[src/rtl/datapath_sequencer_if.sv]
// Control bundle between the instruction source, the sequencer and the datapath.
// The master side issues instructions; the slave side is the sequencer itself.
interface datapath_sequencer_if #(
  parameter int NREGS  = 16,
  parameter int DATA_W = 16
);
  logic              start;
  logic [15:0]       instr;
  logic              busy;
  logic              done;
  logic              err;
  logic [3:0]        srcA_sel;
  logic [3:0]        srcB_sel;
  logic              imm_sel;
  logic [DATA_W-1:0] imm;
  logic [3:0]        alu_op;
  logic [NREGS-1:0]  regEn;
  logic              flags_en;

  modport master (
    output start, instr,
    input  busy, done, err, srcA_sel, srcB_sel, imm_sel, imm, alu_op, regEn, flags_en
  );

  modport slave (
    input  start, instr,
    output busy, done, err, srcA_sel, srcB_sel, imm_sel, imm, alu_op, regEn, flags_en
  );
endinterface

[src/rtl/datapath_sequencer.sv]
// Five-state sequencer that runs one instruction at a time through the register file and ALU.
// Every datapath control is derived from the latched instruction and the current state.
module datapath_sequencer #(
  parameter int NREGS  = 16,
  parameter int DATA_W = 16
) (
  input  logic                 clk,
  input  logic                 reset,
  datapath_sequencer_if.slave  bus
);

  typedef enum logic [2:0] {
    S_IDLE,
    S_DECODE,
    S_EXEC,
    S_WRITE,
    S_DONE
  } state_e;

  localparam logic [3:0] OP_ADD = 4'h5;
  localparam logic [3:0] OP_SUB = 4'h9;
  localparam logic [3:0] OP_CMP = 4'hB;

  state_e      state_q, state_d;
  logic [15:0] instr_q, instr_d;

  logic [3:0] opField;
  logic [3:0] extField;
  logic [3:0] rdest;
  logic [3:0] rsrc;
  logic       regFormat;
  logic [3:0] aluCode;
  logic       legal;
  logic       writesReg;
  logic       setsFlags;

  function automatic logic isLegalCode(input logic [3:0] code);
    case (code)
      4'h1, 4'h2, 4'h3, 4'h5, 4'h9, 4'hB, 4'hD: isLegalCode = 1'b1;
      default:                                  isLegalCode = 1'b0;
    endcase
  endfunction

  assign opField   = instr_q[15:12];
  assign rdest     = instr_q[11:8];
  assign extField  = instr_q[7:4];
  assign rsrc      = instr_q[3:0];
  assign regFormat = (opField == 4'h0);
  // Register format carries the ALU code in ext; immediate format reuses op as the ALU code.
  assign aluCode   = regFormat ? extField : opField;
  assign legal     = isLegalCode(aluCode);
  assign writesReg = legal && (aluCode != OP_CMP);
  assign setsFlags = legal && ((aluCode == OP_ADD) || (aluCode == OP_SUB) || (aluCode == OP_CMP));

  always_ff @(posedge clk or negedge reset) begin
    if (!reset) begin
      state_q <= S_IDLE;
      instr_q <= '0;
    end else begin
      state_q <= state_d;
      instr_q <= instr_d;
    end
  end

  always_comb begin
    state_d = state_q;
    instr_d = instr_q;
    case (state_q)
      S_IDLE: begin
        if (bus.start) begin
          instr_d = bus.instr;
          state_d = S_DECODE;
        end
      end
      S_DECODE: state_d = S_EXEC;
      S_EXEC:   state_d = S_WRITE;
      S_WRITE:  state_d = S_DONE;
      S_DONE:   state_d = S_IDLE;
      default:  state_d = S_IDLE;
    endcase
  end

  // Outputs are purely decoded from state, so an async reset clears regEn immediately.
  always_comb begin
    bus.busy     = 1'b0;
    bus.done     = 1'b0;
    bus.err      = 1'b0;
    bus.srcA_sel = '0;
    bus.srcB_sel = '0;
    bus.imm_sel  = 1'b0;
    bus.imm      = '0;
    bus.alu_op   = '0;
    bus.regEn    = '0;
    bus.flags_en = 1'b0;
    if (state_q != S_IDLE) begin
      bus.busy     = 1'b1;
      bus.srcA_sel = rdest;
      bus.srcB_sel = rsrc;
      bus.imm_sel  = !regFormat;
      bus.imm      = {{(DATA_W-8){instr_q[7]}}, instr_q[7:0]};
      bus.alu_op   = aluCode;
    end
    if (state_q == S_WRITE) begin
      if (writesReg) begin
        bus.regEn = {{(NREGS-1){1'b0}}, 1'b1} << rdest;
      end
      bus.flags_en = setsFlags;
    end
    if (state_q == S_DONE) begin
      bus.done = 1'b1;
      bus.err  = !legal;
    end
  end

endmodule
[src/flat_wrapper.sv]
// flat-port wrapper written by rule: the top's interface ports become plain ports
module datapath_sequencer_flat 
#(
  parameter int NREGS  = 16,
  parameter int DATA_W = 16
)
  (clk, reset, bus_start, bus_instr, bus_busy, bus_done, bus_err, bus_srcA_sel, bus_srcB_sel, bus_imm_sel, bus_imm, bus_alu_op, bus_regEn, bus_flags_en);
  datapath_sequencer_if #(.NREGS(NREGS), .DATA_W(DATA_W)) bus_i ();
  input  logic clk;
  input  logic reset;
  input wire logic [$bits(bus_i.start)-1:0] bus_start;
  input wire logic [$bits(bus_i.instr)-1:0] bus_instr;
  output wire logic [$bits(bus_i.busy)-1:0] bus_busy;
  output wire logic [$bits(bus_i.done)-1:0] bus_done;
  output wire logic [$bits(bus_i.err)-1:0] bus_err;
  output wire logic [$bits(bus_i.srcA_sel)-1:0] bus_srcA_sel;
  output wire logic [$bits(bus_i.srcB_sel)-1:0] bus_srcB_sel;
  output wire logic [$bits(bus_i.imm_sel)-1:0] bus_imm_sel;
  output wire logic [$bits(bus_i.imm)-1:0] bus_imm;
  output wire logic [$bits(bus_i.alu_op)-1:0] bus_alu_op;
  output wire logic [$bits(bus_i.regEn)-1:0] bus_regEn;
  output wire logic [$bits(bus_i.flags_en)-1:0] bus_flags_en;
  assign bus_i.start = bus_start;
  assign bus_i.instr = bus_instr;
  assign bus_busy = bus_i.busy;
  assign bus_done = bus_i.done;
  assign bus_err = bus_i.err;
  assign bus_srcA_sel = bus_i.srcA_sel;
  assign bus_srcB_sel = bus_i.srcB_sel;
  assign bus_imm_sel = bus_i.imm_sel;
  assign bus_imm = bus_i.imm;
  assign bus_alu_op = bus_i.alu_op;
  assign bus_regEn = bus_i.regEn;
  assign bus_flags_en = bus_i.flags_en;
  datapath_sequencer #(.NREGS(NREGS), .DATA_W(DATA_W)) u_core (.clk(clk), .reset(reset), .bus(bus_i));
endmodule
[config.mk]
export PLATFORM = sky130hd
export DESIGN_NAME = datapath_sequencer_flat
export DESIGN_NICKNAME = d
export VERILOG_FILES = /design/src/rtl/datapath_sequencer_if.sv /design/src/rtl/datapath_sequencer.sv /design/src/flat_wrapper.sv
export SDC_FILE = /design/constraint.sdc
export NUM_CORES = 1
export LEC_CHECK = 0
export BUFFER_PORTS_ARGS = -buffer_cell sky130_fd_sc_hd__buf_2
export CAP_MARGIN = 20
export CELL_PAD_IN_SITES_DETAIL_PLACEMENT = 2
export CELL_PAD_IN_SITES_GLOBAL_PLACEMENT = 2
export CORE_UTILIZATION = 28
export CTS_CLUSTER_SIZE = 24
export DETAILED_ROUTE_END_ITERATION = 8
export PLACE_DENSITY = 0.92
export SETUP_SLACK_MARGIN = 0.2
export SLEW_MARGIN = 15
export SYNTH_ARGS = -nofsm -noshare
export SYNTH_HDL_FRONTEND = slang
export SYNTH_SLANG_ARGS = --single-unit
[constraint.sdc]
create_clock -name clk -period 4.1 [get_ports clk]
set_input_delay 0.82 -clock clk [delete_from_list [all_inputs] [get_ports clk]]
set_output_delay 0.82 -clock clk [all_outputs]
set_load 0.02 [all_outputs]
* After elaboration in Yosys (flattened, before gate mapping)
Cells that the tools add are included.
** Storage, ports and cells
- Register bits :: 19
- Latch bits :: 0
- RAM bits :: 0
- Bits in read-only memories :: 0
- Input bits :: 19
- Output and inout bits :: 49
- Logic and storage cells :: 42
- Memories :: 0
** Cells by class
- $add $sub $neg :: 0
- Multipliers :: 0
- Div/mod/pow operators :: 0
- Magnitude comparators :: 0
- Eq/ne operators :: 13
- Shift-type cells :: 1
- Muxes and demuxes :: 15
- Bitwise logic cells :: 0
- Reduce and logical (&&, ||, !) cells :: 11
** Operators with widths (count)
- two-way mux 16 bit :: 3
- two-way mux 4 bit :: 4
- left shift 1 x 4 -> 16 bit (first input constant) :: 1
- == test 4 bit (second input constant) :: 3
- case mux 3 bit (4 select lines) :: 1
- == test 4 x 2 -> 1 bit (second input constant) :: 2
- OR reduction 7 bit :: 1
- == test 3 x 2 -> 1 bit (second input constant) :: 2
- two-way mux 1 bit :: 6
- == test 4 x 1 -> 1 bit (second input constant) :: 1
- == test 4 x 3 -> 1 bit (second input constant) :: 1
- logical NOT 4 bit :: 1
- != test 4 bit (second input constant) :: 1
- == test 3 x 1 -> 1 bit (second input constant) :: 1
- == test 3 bit (second input constant) :: 1
- logical NOT 3 bit :: 1
- two-way mux 3 bit :: 1
- nonzero test 3 bit :: 1
- logical AND 1 bit :: 2
- logical NOT 1 bit :: 2
- logical OR 1 bit :: 2
- != test 2 bit (second input constant) :: 1
- AND reduction 2 bit :: 1

* Longest topological paths before layout
Gate-level depths: netlist of the first run.
- Depth in word-level cells :: 8
- Mapped depth :: 5
- Gate-level depth less buffers :: 3

* Worst setup path after synthesis of the first run
OpenSTA, ideal clock, no wires.
- Path type :: register to output
- From :: reg u_core.state_q[1]
- To :: out bus_err
- Arrival time :: 1.573 ns
- Data required time :: 3.280 ns
- Path slack :: 1.707 ns
- Cell stages (with the launch flop) :: 4
- Path buffers :: 0
- Path through :: dfrtp_1 > nor3b_1 > o221a_2 > a31o_1
** Between the ends
- Longest elaborated chain between the ends :: 2
** Ends and longest elaborated chain
- start, declared :: RTL line datapath_sequencer.sv:24 : state_e state_q, state_d;
- start signal, assigned :: RTL line datapath_sequencer.sv:60 : state_q <= state_d;
- == test 3 bit :: RTL line datapath_sequencer.sv:109 : if (state_q == S_DONE) begin
- two-way mux 1 bit :: RTL line datapath_sequencer.sv:109
- end, declared :: RTL line flat_wrapper.sv:15 : output wire logic [$bits(bus_i.err)-1:0] bus_err;
Every way passes these cells.

* Worst setup path in the final report of the first run
- From :: reg u_core.instr_q[13]
- To :: out bus_regEn[15]
** Between the ends
- Longest elaborated chain between the ends :: 8
- Elaborated cells between the ends (all ways) :: 15
- Classes of those cells :: eq/ne: 8; mux: 4; reduce/logical: 3
** Ends and longest elaborated chain
- start, declared :: RTL line datapath_sequencer.sv:25 : logic [15:0] instr_q, instr_d;
- start signal, assigned :: RTL line datapath_sequencer.sv:61 : instr_q <= instr_d;
- logical NOT 4 bit :: RTL line datapath_sequencer.sv:48 : assign regFormat = (opField == 4'h0);
- two-way mux 4 bit * :: RTL line datapath_sequencer.sv:50 : assign aluCode = regFormat ? extField : opField;
- == test 4 x 1 -> 1 bit (tied with other cells) :: RTL line datapath_sequencer.sv:38 : case (code)
- OR reduction 7 bit :: RTL line datapath_sequencer.sv:38
- two-way mux 1 bit :: RTL line datapath_sequencer.sv:38
- logical AND 1 bit * :: RTL line datapath_sequencer.sv:52 : assign writesReg = legal && (aluCode != OP_CMP);
- two-way mux 16 bit * :: RTL line datapath_sequencer.sv:104 : if (writesReg) begin
- two-way mux 16 bit * :: RTL line datapath_sequencer.sv:103 : if (state_q == S_WRITE) begin
- end, declared :: RTL line flat_wrapper.sv:21 : output wire logic [$bits(bus_i.regEn)-1:0] bus_regEn;
Mark *: on every way between the ends. The rest lies on a longest branch, timed or not.

==> results of run 1 <==
-- cell families (layout without fill, tap and decap cells) --
logic type	count (synthesis)	count (layout)	share of synthesized area, %
xor gates and xnor gates	1	1	0.614
and+or+nand+nor	59	59	26.0
buffers and inverters	29	75	13.6
DFF	19	19	33.3
muxes	14	14	11.0
AOI/OAI and AO/OA	29	29	15.4
-- final cells by class --
| type | instances | area, µm² |
|---|---|---|
| Fill cell | 586 | 3100 |
| Multi-Input combinational cell | 103 | 763 |
| Tap cell | 67 | 83.8 |
| Inverter | 3 | 11.3 |
| Clock buffer | 4 | 45.0 |
| Timing Repair Buffer | 68 | 343 |
| Sequential cell | 19 | 475 |
-- flip-flops by register name (all words and copies together), names as in the netlist --
signal          cells
u_core.state_q      3
u_core.instr_q     16
-- worst register-to-register path: cells and delay by family (launching register included) --
family	cells	cell delay (ns)
flip-flops	1	0.43
multiplexers	1	0.39
AND/OR/NAND/NOR	2	1.56
-- placed cells by master, fill, tap and decap left out, types with 2 or more instances in the layout --
master                     count
sky130_fd_sc_hd__nor2b_1      17
sky130_fd_sc_hd__a21oi_2      10
sky130_fd_sc_hd__nand4_1       6
sky130_fd_sc_hd__clkbuf_8      3
sky130_fd_sc_hd__nor4b_1       2
sky130_fd_sc_hd__nand3_1      11
sky130_fd_sc_hd__mux2_1       14
sky130_fd_sc_hd__or4b_4        2
sky130_fd_sc_hd__a21oi_1       9
sky130_fd_sc_hd__dfrtp_1      19
sky130_fd_sc_hd__nor2_1       11
sky130_fd_sc_hd__o21ai_1       2
sky130_fd_sc_hd__inv_1         2
sky130_fd_sc_hd__buf_2        67
-- per-stage QoR --
step,area (µm²),setup slack [ns]
after floorplan,1430,1.71
after global placement,1680,1.42
after detailed placement,1680,1.36
after CTS,1720,1.07
after global routing,1720,0.946
final,1720,1.09
-- routing by layer --
metal | vias to the layer above | share of wire (%) | routed length (µm)
met5 | - | 0 | 0
met4 | 0 | 0.47 | 19
met3 | 4 | 5.9 | 240
met2 | 49 | 51 | 2050
met1 | 607 | 43 | 1740
li1 | 613 | - | -
-- report_power, final --
group / switching (W) / leakage (nW) / internal, W
Clock: 0.0000633 / 0.0228 / 0.0000691
Sequential: 0.000148 / 0.228 / 0.000282
Combinational: 0.000691 / 0.547 / 0.000364
-- path summary, 6_finish.rpt --
| path | from | endpoint | slack (ns) | depth (start not counted) |
|---|---|---|---|---|
| worst max-delay path | u_core.instr_q[13] | bus_regEn[15] | 1.09 | 4 |
| worst min-delay path | u_core.instr_q[3] | u_core.instr_q[3] | 0.48 | 1 |
| worst max register to register | u_core.state_q[1] | u_core.instr_q[8] | 1.59 | 3 |
| worst min register to register | u_core.instr_q[3] | u_core.instr_q[3] | 0.48 | 1 |
| max in group asynchronous | reset | u_core.state_q[2] | 3.29 | 1 |
| min in group asynchronous | reset | u_core.instr_q[6] | 0.50 | 1 |
==> metrics.md, run 1 <==
| Metric | Value |
|---|---|
| Post-CTS setup buffer count | `0` |
| CTS H-Tree Depth | `1` |
| Average via count per standard cell | `4.82` |
| Yosys warns | `0` |
| Root cell of the clock tree | `sky130_fd_sc_hd__clkbuf_8` |
| Wirelength per Cell | `between 15 and 20 µm` |
| Count of distinct cell types in the synthesized netlist | `35` |
| Placed Instances | `between 200 and 300` |
| Number of flops mapped to enable cells by yosys | `0` |
| Overall die area | `0.00539 mm²` |
| GRT busiest layer | `met2` |
| Final global-route overflow total | `0` |
| Post-route ant nets | `0` |
| Pwr dens | `roughly 940 mW/mm²` |
| Final routed DRC violation total | `0` |
| Setup repair after global routing missed its margin | `no` |
| Met2 track demand over resource in global routing | `27.9%` |
| Max frequency | `332 MHz` |
| Count of buffers from port buffering | `67` |
| Largest delay contributor family on the critical path | `compound AO/OA/AOI/OAI gates` |
| Via count of the first global-routing pass | `1245` |
| Starting density of the core | `29.6%` |
| Outcome | `finished clean` |
| Global-route wire length before repair | `6.28 mm` |
| Tcrit/Tclk final | `73.4%` |
| Arrival time at the worst endpoint | `2.19 ns` |
| Clock slew seen by the registers of the worst setup and hold paths | `roughly 0.07 ns` |
| Leakage power total | `~0.8 nW` |
| Placement Rows | `25` |
| # clock sinks | `19` |
| Final period demand of the worst path | `3.01 ns` |
| Longest Clk Path Bufs | `2` |
| Instance count of the mapped netlist | `between 150 and 200` |
| DRC violation total after the first TritonRoute iteration | `45` |
| Worst-margin pin slew | `0.971 ns` |
| Slew Limit Fails | `0` |
| Largest incremental delay on the critical path | `0.75 ns` |
| Gpl congestion | `about 0.85` |
| Top cells by instance count after synthesis | `sky130_fd_sc_hd__dfrtp_1, sky130_fd_sc_hd__nor2b_1, sky130_fd_sc_hd__buf_4, sky130_fd_sc_hd__mux2_1` |
| Slew Limit Headroom | `34.9%` |
| Worst Path Required | `around 3.3 ns` |
| Number of failing setup endpoints in the final timing report | `0` |
| Count of placed standard cells in the final layout, fillers left out | `264` |
| Cell with the most instances after synthesis | `sky130_fd_sc_hd__dfrtp_1` |
| Netlist area before placement | `0.00143 mm²` |
| Peak fanout along the critical path | `16` |
| Cell-by-cell listing of the critical path | `or2_1 > o221ai_2 > a21oi_1 > buf_2` |
| Synthesized netlist net count | `170` |
| Type of the most critical hold path | `flop to flop` |
| Count of boundary I/O pins | `68` |
| Share of Yosys cell area claimed by the top area cell type | `33.3%` |
| Number of diodes added for antenna fixing | `0` |
| Worst-case clock skew | `roughly 0.0059 ns` |
| Post-cts repair resize count | `0` |
| Buffers and inverters on the worst path | `1` |
| Worst VDD drop | `0.212 mV` |
| Number of maximum-capacitance violations | `0` |
| Flip-flop and latch count after synthesis | `19` |
| Worst Setup Start Kind | `flop` |
| Number of CTS-inserted buffers | `3` |
| Commonest register cell after synthesis | `sky130_fd_sc_hd__dfrtp_1` |
| Placeable core region | `roughly 0.0048 mm²` |
| Synth area leaders | `sky130_fd_sc_hd__dfrtp_1, sky130_fd_sc_hd__mux2_1, sky130_fd_sc_hd__nor2b_1` |
| Layout net count | `about 220` |
| Layout cells sized above 1 | `a little under half` |
| DR vias | `1273` |
| Endpoint class of the critical path | `output pin` |
| Worst hold slack after final layout | `approximately 0.48 ns` |
| Global routing usage on met1 | `18.6%` |
| Met3 track demand over resource in global routing | `3.70%` |
| Placed wire-length estimate after detailed placement | `3.26 mm` |
| # hold bufs at CTS | `0` |
| DIE HEIGHT | `73.4 µm` |
| Cell type with the largest total area after synthesis | `sky130_fd_sc_hd__dfrtp_1` |
| Final Hold Viols | `0` |
| Initial antenna violation count | `0` |
| Die W | `around 73 µm` |
| Category of the most critical setup path | `flop to output pin` |
| Post-layout util | `35.7%` |
| Largest net degree at the start of global routing | `20` |
| Part of the Yosys area used for sequential elements | `~33%` |
| Total wire length | `4.05 mm` |
| Aggregate negative setup slack | `0 ns` |
| CP max-delay cell | `sky130_fd_sc_hd__o221ai_2` |
| Number of detailed-routing iterations run before antenna repair | `4` |
| Clock insertion delay at the later pin of the skew report | `0.26 ns` |
| All-Layer GR Usage | `15.3%` |
| Total power | `0.00162 W` |
| Asr flop ratio synth | `100%` |
| Post-Syn Area per Cell | `9.45 µm²` |
| Growth of design area from synthesis to finish | `20.6%` |
| CTS tree | `done` |
Note: power is estimated with default switching activity, not from simulation.
==> run 2: changes to the inputs <==
--- a/config.mk
+++ b/config.mk
@@ -9,10 +9,10 @@
 export CAP_MARGIN = 20
 export CELL_PAD_IN_SITES_DETAIL_PLACEMENT = 2
 export CELL_PAD_IN_SITES_GLOBAL_PLACEMENT = 2
-export CORE_UTILIZATION = 28
+export CORE_UTILIZATION = 26
 export CTS_CLUSTER_SIZE = 24
 export DETAILED_ROUTE_END_ITERATION = 8
-export PLACE_DENSITY = 0.92
+export PLACE_DENSITY = 0.86
 export SETUP_SLACK_MARGIN = 0.2
 export SLEW_MARGIN = 15
 export SYNTH_ARGS = -nofsm -noshare
==> constraint.sdc (replaced) <==
create_clock -name clk -period 3.03 [get_ports clk]
set_input_delay 0.606 -clock clk [delete_from_list [all_inputs] [get_ports clk]]
set_output_delay 0.606 -clock clk [all_outputs]
set_load 0.02 [all_outputs]
==> metrics.md, run 2 (synthesized netlist as in run 1, its figures left out) <==
| Metric | Value |
|---|---|
| Total internal power | `0.000982 W (+37%)` |
| Overall die area | `0.00579 mm² (+7.5%)` |
| Post-cts repair resize count | `0 (unchanged)` |
| Count of placed standard cells in the final layout, fillers left out | `269 (+1.9%)` |
| Placed wire-length estimate after detailed placement | `3.26 mm (about the same)` |
| Largest net degree at the start of global routing | `20 (unchanged)` |
| Tcrit/Tclk final | `88.5%` |
| # clock sinks | `19 (unchanged)` |
| Worst setup timing slack at the placement stage | `0.623 ns (-0.734 ns)` |
| Layout net count | `219 (+0.92%)` |
| Max frequency | `373 MHz` |
| Root cell of the clock tree | `sky130_fd_sc_hd__clkbuf_8` |
| Number of detailed-routing iterations run before antenna repair | `4 (unchanged)` |
| Endpoint class of the critical path | `output pin` |
| Number of diodes added for antenna fixing | `0 (unchanged)` |
| DIE HEIGHT | `76.1 µm (+3.7%)` |
| Final routed DRC violation total | `0 (unchanged)` |
| Instance area after placement | `0.00170 mm² (+1.1%)` |
| Placement Rows | `26 (+4.0%)` |
| Arrival time at the worst endpoint | `2.08 ns (-0.11 ns)` |
| Gpl congestion | `0.777 (-8.6%)` |
| Area taken by multi-input logic gates | `763 µm² (unchanged)` |
| Worst Path Required | `2.42 ns (-0.86 ns)` |
| Type of the most critical hold path | `primary input to asynchronous set/reset pin` |
| CTS H-Tree Depth | `1 (unchanged)` |
| Initial antenna violation count | `0 (unchanged)` |
| Wirelength per Cell | `15.4 µm (+0.32%)` |
| Final global-route overflow total | `0 (unchanged)` |
| # hold bufs at CTS | `0 (unchanged)` |
| Placeable core region | `0.00520 mm² (+8.1%)` |
| Placed Instances | `265 (+1.9%)` |
| DRC violation total after the first TritonRoute iteration | `43 (-4.4%)` |
| Die W | `76.1 µm (+3.7%)` |
| Average via count per standard cell | `4.92 (+2.0%)` |
| Sequential power share | `26.7% (about the same)` |
| Worst VDD drop | `0.331 mV (+56%)` |
| Growth of design area from synthesis to finish | `21.9%` |
| CTS tree | `done` |
| Clock slew seen by the registers of the worst setup and hold paths | `0.07 ns (about the same)` |
| Layout cells sized above 1 | `46.2% (+0.55 points)` |
| DR vias | `1323 (+3.9%)` |
| Max reg flops | `16 (unchanged)` |
| Clock insertion delay at the later pin of the skew report | `0.25 ns (about the same)` |
| Number of failing setup endpoints in the final timing report | `0 (unchanged)` |
| Outcome | `finished clean` |
| Reg2reg end | `u_core.instr_q[12]` |
| Global-route wire length before repair | `6.93 mm (+10%)` |
| Setup repair after global routing missed its margin | `no` |
| Layout Cell Area excl Fill | `0.00174 mm² (+1.1%)` |
| Aggregate negative setup slack | `0 ns (unchanged)` |
| Largest register by flop count | `u_core.instr_q` |
| Final period demand of the worst path | `2.68 ns` |
| Top library cells by usage in the layout, fill and taps aside | `sky130_fd_sc_hd__buf_2, sky130_fd_sc_hd__dfrtp_1, sky130_fd_sc_hd__nor2b_1, sky130_fd_sc_hd__mux2_1` |
| Combinational share of power | `65.4% (+0.2 points)` |
| Area taken by flip-flops and latches | `475 µm² (unchanged)` |
| Longest Clk Path Bufs | `2 (unchanged)` |
| Peak fanout along the critical path | `16 (unchanged)` |
| Worst-margin pin slew | `0.849 ns (-0.122 ns)` |
| Pwr dens | `1270 mW/mm² (+35%)` |
| Worst Setup Start Kind | `flop` |
| Worst-case clock skew | `0.00298 ns (-0.00292 ns)` |
| Count of buffers from port buffering | `67 (unchanged)` |
| Largest registers in the final layout | `u_core.instr_q: 16 flops, u_core.state_q: 3 flops` |
| Post-CTS setup buffer count | `0 (unchanged)` |
| Via count of the first global-routing pass | `1409 (+13%)` |
| Worst r2r src | `u_core.state_q[1]` |
| Number of maximum-capacitance violations | `0 (unchanged)` |
| Post-route ant nets | `0 (unchanged)` |
| Reg2Reg Setup Slack | `1.20 ns (-0.39 ns)` |
| Commonest non-fill, non-tap cell in the layout | `sky130_fd_sc_hd__buf_2` |
| Number of cells on the worst reg-to-reg path | `4 (+1)` |
| Final Hold Viols | `0 (unchanged)` |
| Filler cell count | `617 (+5.3%)` |
| Starting density of the core | `27.4% (-2.2 points)` |
| Category of the most critical setup path | `flop to output pin` |
| Switching share of total power | `55.6% (-0.17 points)` |
| Count of boundary I/O pins | `68 (unchanged)` |
| Leakage power total | `0.807 nW (+1.2%)` |
| Total wire length | `4.14 mm (+2.2%)` |
| Number of CTS-inserted buffers | `3 (unchanged)` |
| Clock network fraction of design power | `7.9% (-0.3 points)` |
| Slew Limit Fails | `0 (unchanged)` |
| Net switching power | `0.00123 W (+36%)` |
| Post-layout worst setup margin | `0.347 ns (-0.743 ns)` |
| Slew Limit Headroom | `43.2% (+8.3 points)` |
| All-Layer GR Usage | `15.0% (-0.30 points)` |
-- run 2: worst max path at each step --
stage / startpoint / end / slack [ns] / depth (start not counted)
finish: u_core.instr_q[12] / bus_regEn[2] / 0.35 / 4
global route: u_core.instr_q[12] / bus_regEn[2] / 0.23 / 4
CTS: u_core.instr_q[12] / bus_regEn[3] / 0.34 / 4
detailed placement: u_core.instr_q[12] / bus_regEn[3] / 0.62 / 4
global placement: u_core.instr_q[12] / bus_regEn[1] / 0.72 / 4
floorplan: u_core.state_q[1] / bus_err / 0.85 / 3
-- run 2: layout make-up --
class	count	area share [%]
Multi-Input combinational cell	103	43.9
Sequential cell	19	27.3
Timing Repair Buffer	70	20.6
Tap cell	70	5.03
Clock buffer	4	2.59
Inverter	3	0.647
-- run 2: per-stage QoR --
stage,power [W],hold WS (ns),util (%)
floorplan,0.00178,0.310,-
global placement,0.00199,0.460,32.6
detailed placement,0.00206,0.471,32.6
CTS,0.00225,0.300,33.4
global route,0.00238,0.322,33.4
finish,0.00221,0.288,33.4
-- run 2: power by group through the flow --
stage | Clock [W] | Combinational, W | Sequential, W
after floorplan | 0 | 0.00131 | 0.000463
after global placement | 0 | 0.00142 | 0.000577
after detailed placement | 0 | 0.00147 | 0.000594
after CTS | 0.000182 | 0.00147 | 0.000591
after global routing | 0.000191 | 0.00157 | 0.000624
final | 0.000175 | 0.00145 | 0.000591
-- run 2: metal layers --
metal	track usage, %	vias to the layer above	part of all wire [%]
li1	-	616	-
met1	17.6	650	43
met2	27.0	52	51
met3	2.40	5	5.5
met4	5.96	0	1.4
met5	0	-	0
-- run 2: worst max-delay path, stage by stage (launching register included) --
cell	delay (ns)
sky130_fd_sc_hd__dfrtp_1	0.51
sky130_fd_sc_hd__or4b_4	0.61
sky130_fd_sc_hd__o211ai_2	0.34
sky130_fd_sc_hd__a21oi_1	0.15
sky130_fd_sc_hd__buf_2	0.20
==> run 3: changes to the inputs <==
--- a/config.mk
+++ b/config.mk
@@ -9,10 +9,10 @@
 export CAP_MARGIN = 20
 export CELL_PAD_IN_SITES_DETAIL_PLACEMENT = 2
 export CELL_PAD_IN_SITES_GLOBAL_PLACEMENT = 2
-export CORE_UTILIZATION = 26
+export CORE_UTILIZATION = 28
 export CTS_CLUSTER_SIZE = 24
 export DETAILED_ROUTE_END_ITERATION = 8
-export PLACE_DENSITY = 0.86
+export PLACE_DENSITY = 0.92
 export SETUP_SLACK_MARGIN = 0.2
 export SLEW_MARGIN = 15
 export SYNTH_ARGS = -nofsm -noshare
==> constraint.sdc (replaced) <==
create_clock -name clk -period 3.1 [get_ports clk]
set_input_delay 0.62 -clock clk [delete_from_list [all_inputs] [get_ports clk]]
set_output_delay 0.62 -clock clk [all_outputs]
set_load 0.02 [all_outputs]
==> metrics.md, run 3 (synthesized netlist as in run 1, its figures left out) <==
| Metric | Value |
|---|---|
| Filler cell count | `576 (-6.6%)` |
| Buffers and inverters on the worst path | `1 (unchanged)` |
| Aggregate negative setup slack | `0 ns (unchanged)` |
| Sequential power share | `26.3% (-0.4 points)` |
| Max frequency | `371 MHz` |
| Tcrit/Tclk final | `87.0%` |
| DRC violation total after the first TritonRoute iteration | `48 (+12%)` |
| Slew Limit Fails | `0 (unchanged)` |
| Placeable core region | `0.00482 mm² (-7.5%)` |
| CTS H-Tree Depth | `1 (unchanged)` |
| Placed wire-length estimate after detailed placement | `3.25 mm (-0.22%)` |
| Instance area after placement | `0.00169 mm² (-0.22%)` |
| Post-layout util | `36.1% (+2.6 points)` |
| Gpl congestion | `0.845 (+8.8%)` |
| Longest Clk Path Bufs | `2 (unchanged)` |
| Slew Limit Headroom | `42.0% (-1.2 points)` |
| Post-cts repair resize count | `0 (unchanged)` |
| Worst Path Required | `2.48 ns (+0.06 ns)` |
| Worst Setup Start Kind | `flop` |
| Worst-margin pin slew | `0.867 ns (+0.0173 ns)` |
| Worst setup timing slack at the placement stage | `0.678 ns (+0.0547 ns)` |
| Root cell of the clock tree | `sky130_fd_sc_hd__clkbuf_8` |
| Clock slew seen by the registers of the worst setup and hold paths | `0.08 ns (about the same)` |
| Layout net count | `219 (unchanged)` |
| Largest register by flop count | `u_core.instr_q` |
| Leakage power total | `0.810 nW (+0.31%)` |
| Crit path from | `u_core.instr_q[12]` |
| Placement Rows | `25 (-3.8%)` |
| Die W | `73.4 µm (-3.5%)` |
| Layout Cell Area excl Fill | `0.00174 mm² (-0.14%)` |
| DR vias | `1309 (-1.1%)` |
| # hold bufs at CTS | `0 (unchanged)` |
| Type of the most critical hold path | `primary input to asynchronous set/reset pin` |
| Worst hold slack after final layout | `0.296 ns (+0.00794 ns)` |
| Average via count per standard cell | `4.92 (about the same)` |
| Pwr dens | `1250 mW/mm² (-1.3%)` |
| Largest registers in the final layout | `u_core.instr_q: 16 flops, u_core.state_q: 3 flops` |
| Overall die area | `0.00539 mm² (-7.0%)` |
| Wirelength per Cell | `15.7 µm (+2.2%)` |
| Clock insertion delay at the later pin of the skew report | `0.26 ns (about the same)` |
| Final period demand of the worst path | `~2.7 ns` |
| Largest incremental delay on the critical path | `0.61 ns (about the same)` |
| Starting density of the core | `29.6% (+2.2 points)` |
| Number of maximum-capacitance violations | `0 (unchanged)` |
| Logic depth of the worst path, buffers included | `4 (unchanged)` |
| Count of buffers from port buffering | `67 (unchanged)` |
| Number of detailed-routing iterations run before antenna repair | `4 (unchanged)` |
| Clock network fraction of design power | `8.2% (+0.3 points)` |
| Initial antenna violation count | `0 (unchanged)` |
| Post-layout worst setup margin | `0.402 ns (+0.0548 ns)` |
| Number of failing setup endpoints in the final timing report | `0 (unchanged)` |
| Number of diodes added for antenna fixing | `0 (unchanged)` |
| Worst setup endpoint | `bus_regEn[1]` |
| Global-route wire length before repair | `6.62 mm (-4.4%)` |
| Outcome | `finished clean` |
| Category of the most critical setup path | `flop to output pin` |
| Combinational share of power | `65.4% (about the same)` |
| Commonest non-fill, non-tap cell in the layout | `sky130_fd_sc_hd__buf_2` |
| Cell-by-cell listing of the critical path | `or4b_4 > o211ai_2 > a21oi_1 > buf_2` |
| Arrival time at the worst endpoint | `2.08 ns (about the same)` |
| Via count of the first global-routing pass | `1328 (-5.7%)` |
| Worst VDD drop | `0.298 mV (-9.9%)` |
| Reg2reg end | `u_core.instr_q[4]` |
| Total wire length | `4.18 mm (+1.1%)` |
| Reg2Reg Setup Slack | `1.09 ns (-0.11 ns)` |
| # clock sinks | `19 (unchanged)` |
| Largest delay contributor family on the critical path | `simple AND/OR/NAND/NOR gates` |
| Total internal power | `0.000963 W (-1.9%)` |
| DIE HEIGHT | `73.4 µm (-3.5%)` |
| Final global-route overflow total | `0 (unchanged)` |
| Largest net degree at the start of global routing | `20 (unchanged)` |
| Layout cells sized above 1 | `46.7% (+0.50 points)` |
| Worst r2r src | `u_core.state_q[1]` |
| Post-CTS setup buffer count | `0 (unchanged)` |
| Worst-case clock skew | `0.00638 ns (+0.00340 ns)` |
| Final Hold Viols | `0 (unchanged)` |
| All-Layer GR Usage | `15.8% (+0.86 points)` |
| Count of boundary I/O pins | `68 (unchanged)` |
| Setup repair after global routing missed its margin | `no` |
| Top library cells by usage in the layout, fill and taps aside | `sky130_fd_sc_hd__buf_2, sky130_fd_sc_hd__dfrtp_1, sky130_fd_sc_hd__nor2b_1, sky130_fd_sc_hd__mux2_1` |
| Final routed DRC violation total | `0 (unchanged)` |
| Net switching power | `0.00122 W (-1.1%)` |
| Switching share of total power | `55.8% (+0.22 points)` |
| CP max-delay cell | `sky130_fd_sc_hd__or4b_4` |
| Endpoint class of the critical path | `output pin` |
| CTS tree | `done` |
| Peak fanout along the critical path | `16 (unchanged)` |
| Post-route ant nets | `0 (unchanged)` |
| Max reg flops | `16 (unchanged)` |
| Growth of design area from synthesis to finish | `21.7%` |
| Number of CTS-inserted buffers | `3 (unchanged)` |
| Number of cells on the worst reg-to-reg path | `4 (unchanged)` |
==> run 3: cell count changes in the layout (fill, tap and decap cells not counted) <==
cell and delta:
sky130_fd_sc_hd__clkinv_2 +1, sky130_fd_sc_hd__clkbuf_1 -1
==> run 3: routing by layer <==
| layer | vias to the layer above | GRT usage [%] | share of wire, % |
|---|---|---|---|
| met3 | 2 | 3.43 | 7.4 |
| met4 | 0 | 3.21 | 0.57 |
| li1 | 617 | - | - |
| met2 | 54 | 27.8 | 49 |
| met5 | - | 0 | 0 |
| met1 | 636 | 20.0 | 43 |
==> run 3: how the worst min path moves through the flow <==
stage | slack [ns] | cells past startpoint | start | end
after detailed placement | 0.47 | 1 | u_core.instr_q[3] | u_core.instr_q[3]
final | 0.30 | 1 | reset | u_core.instr_q[5]
after floorplan | 0.32 | 0 | reset | u_core.instr_q[0]
after CTS | 0.31 | 1 | reset | u_core.state_q[0]
after global placement | 0.46 | 1 | u_core.instr_q[3] | u_core.instr_q[3]
after global routing | 0.33 | 1 | reset | u_core.state_q[0]
==> run 3: metrics by stage <==
step                instances  total power, W
floorplan                 151         0.00174
global placement          262         0.00195
detailed placement        262         0.00202
CTS                       266         0.00221
global route              266         0.00233
finish                    266         0.00218
==> run 3: power groups by stage <==
stage | clock network [W] | logic, W | registers [W]
floorplan | 0 | 0.00128 | 0.000453
global placement | 0 | 0.00139 | 0.000562
detailed placement | 0 | 0.00144 | 0.000580
CTS | 0.000184 | 0.00145 | 0.000575
global route | 0.000194 | 0.00153 | 0.000602
finish | 0.000179 | 0.00143 | 0.000574
==> run 3: layout make-up <==
cell class / instances / area (µm²) / area share, %
inverter: 3 / 11.3 / 0.648
tap: 67 / 83.8 / 4.82
clock buffer: 3 / 41.3 / 2.38
timing repair buffer: 70 / 358 / 20.6
sequential: 19 / 475 / 27.4
multi-input combinational: 103 / 763 / 43.9
clock inverter: 1 / 5.00 / 0.288
==> run 3: worst reg2reg max path: stages, from the launching register on <==
cell	delay, ns
sky130_fd_sc_hd__dfrtp_1	0.44
sky130_fd_sc_hd__nor3_2	0.22
sky130_fd_sc_hd__buf_4	0.19
sky130_fd_sc_hd__and2_1	0.64
sky130_fd_sc_hd__mux2_1	0.39
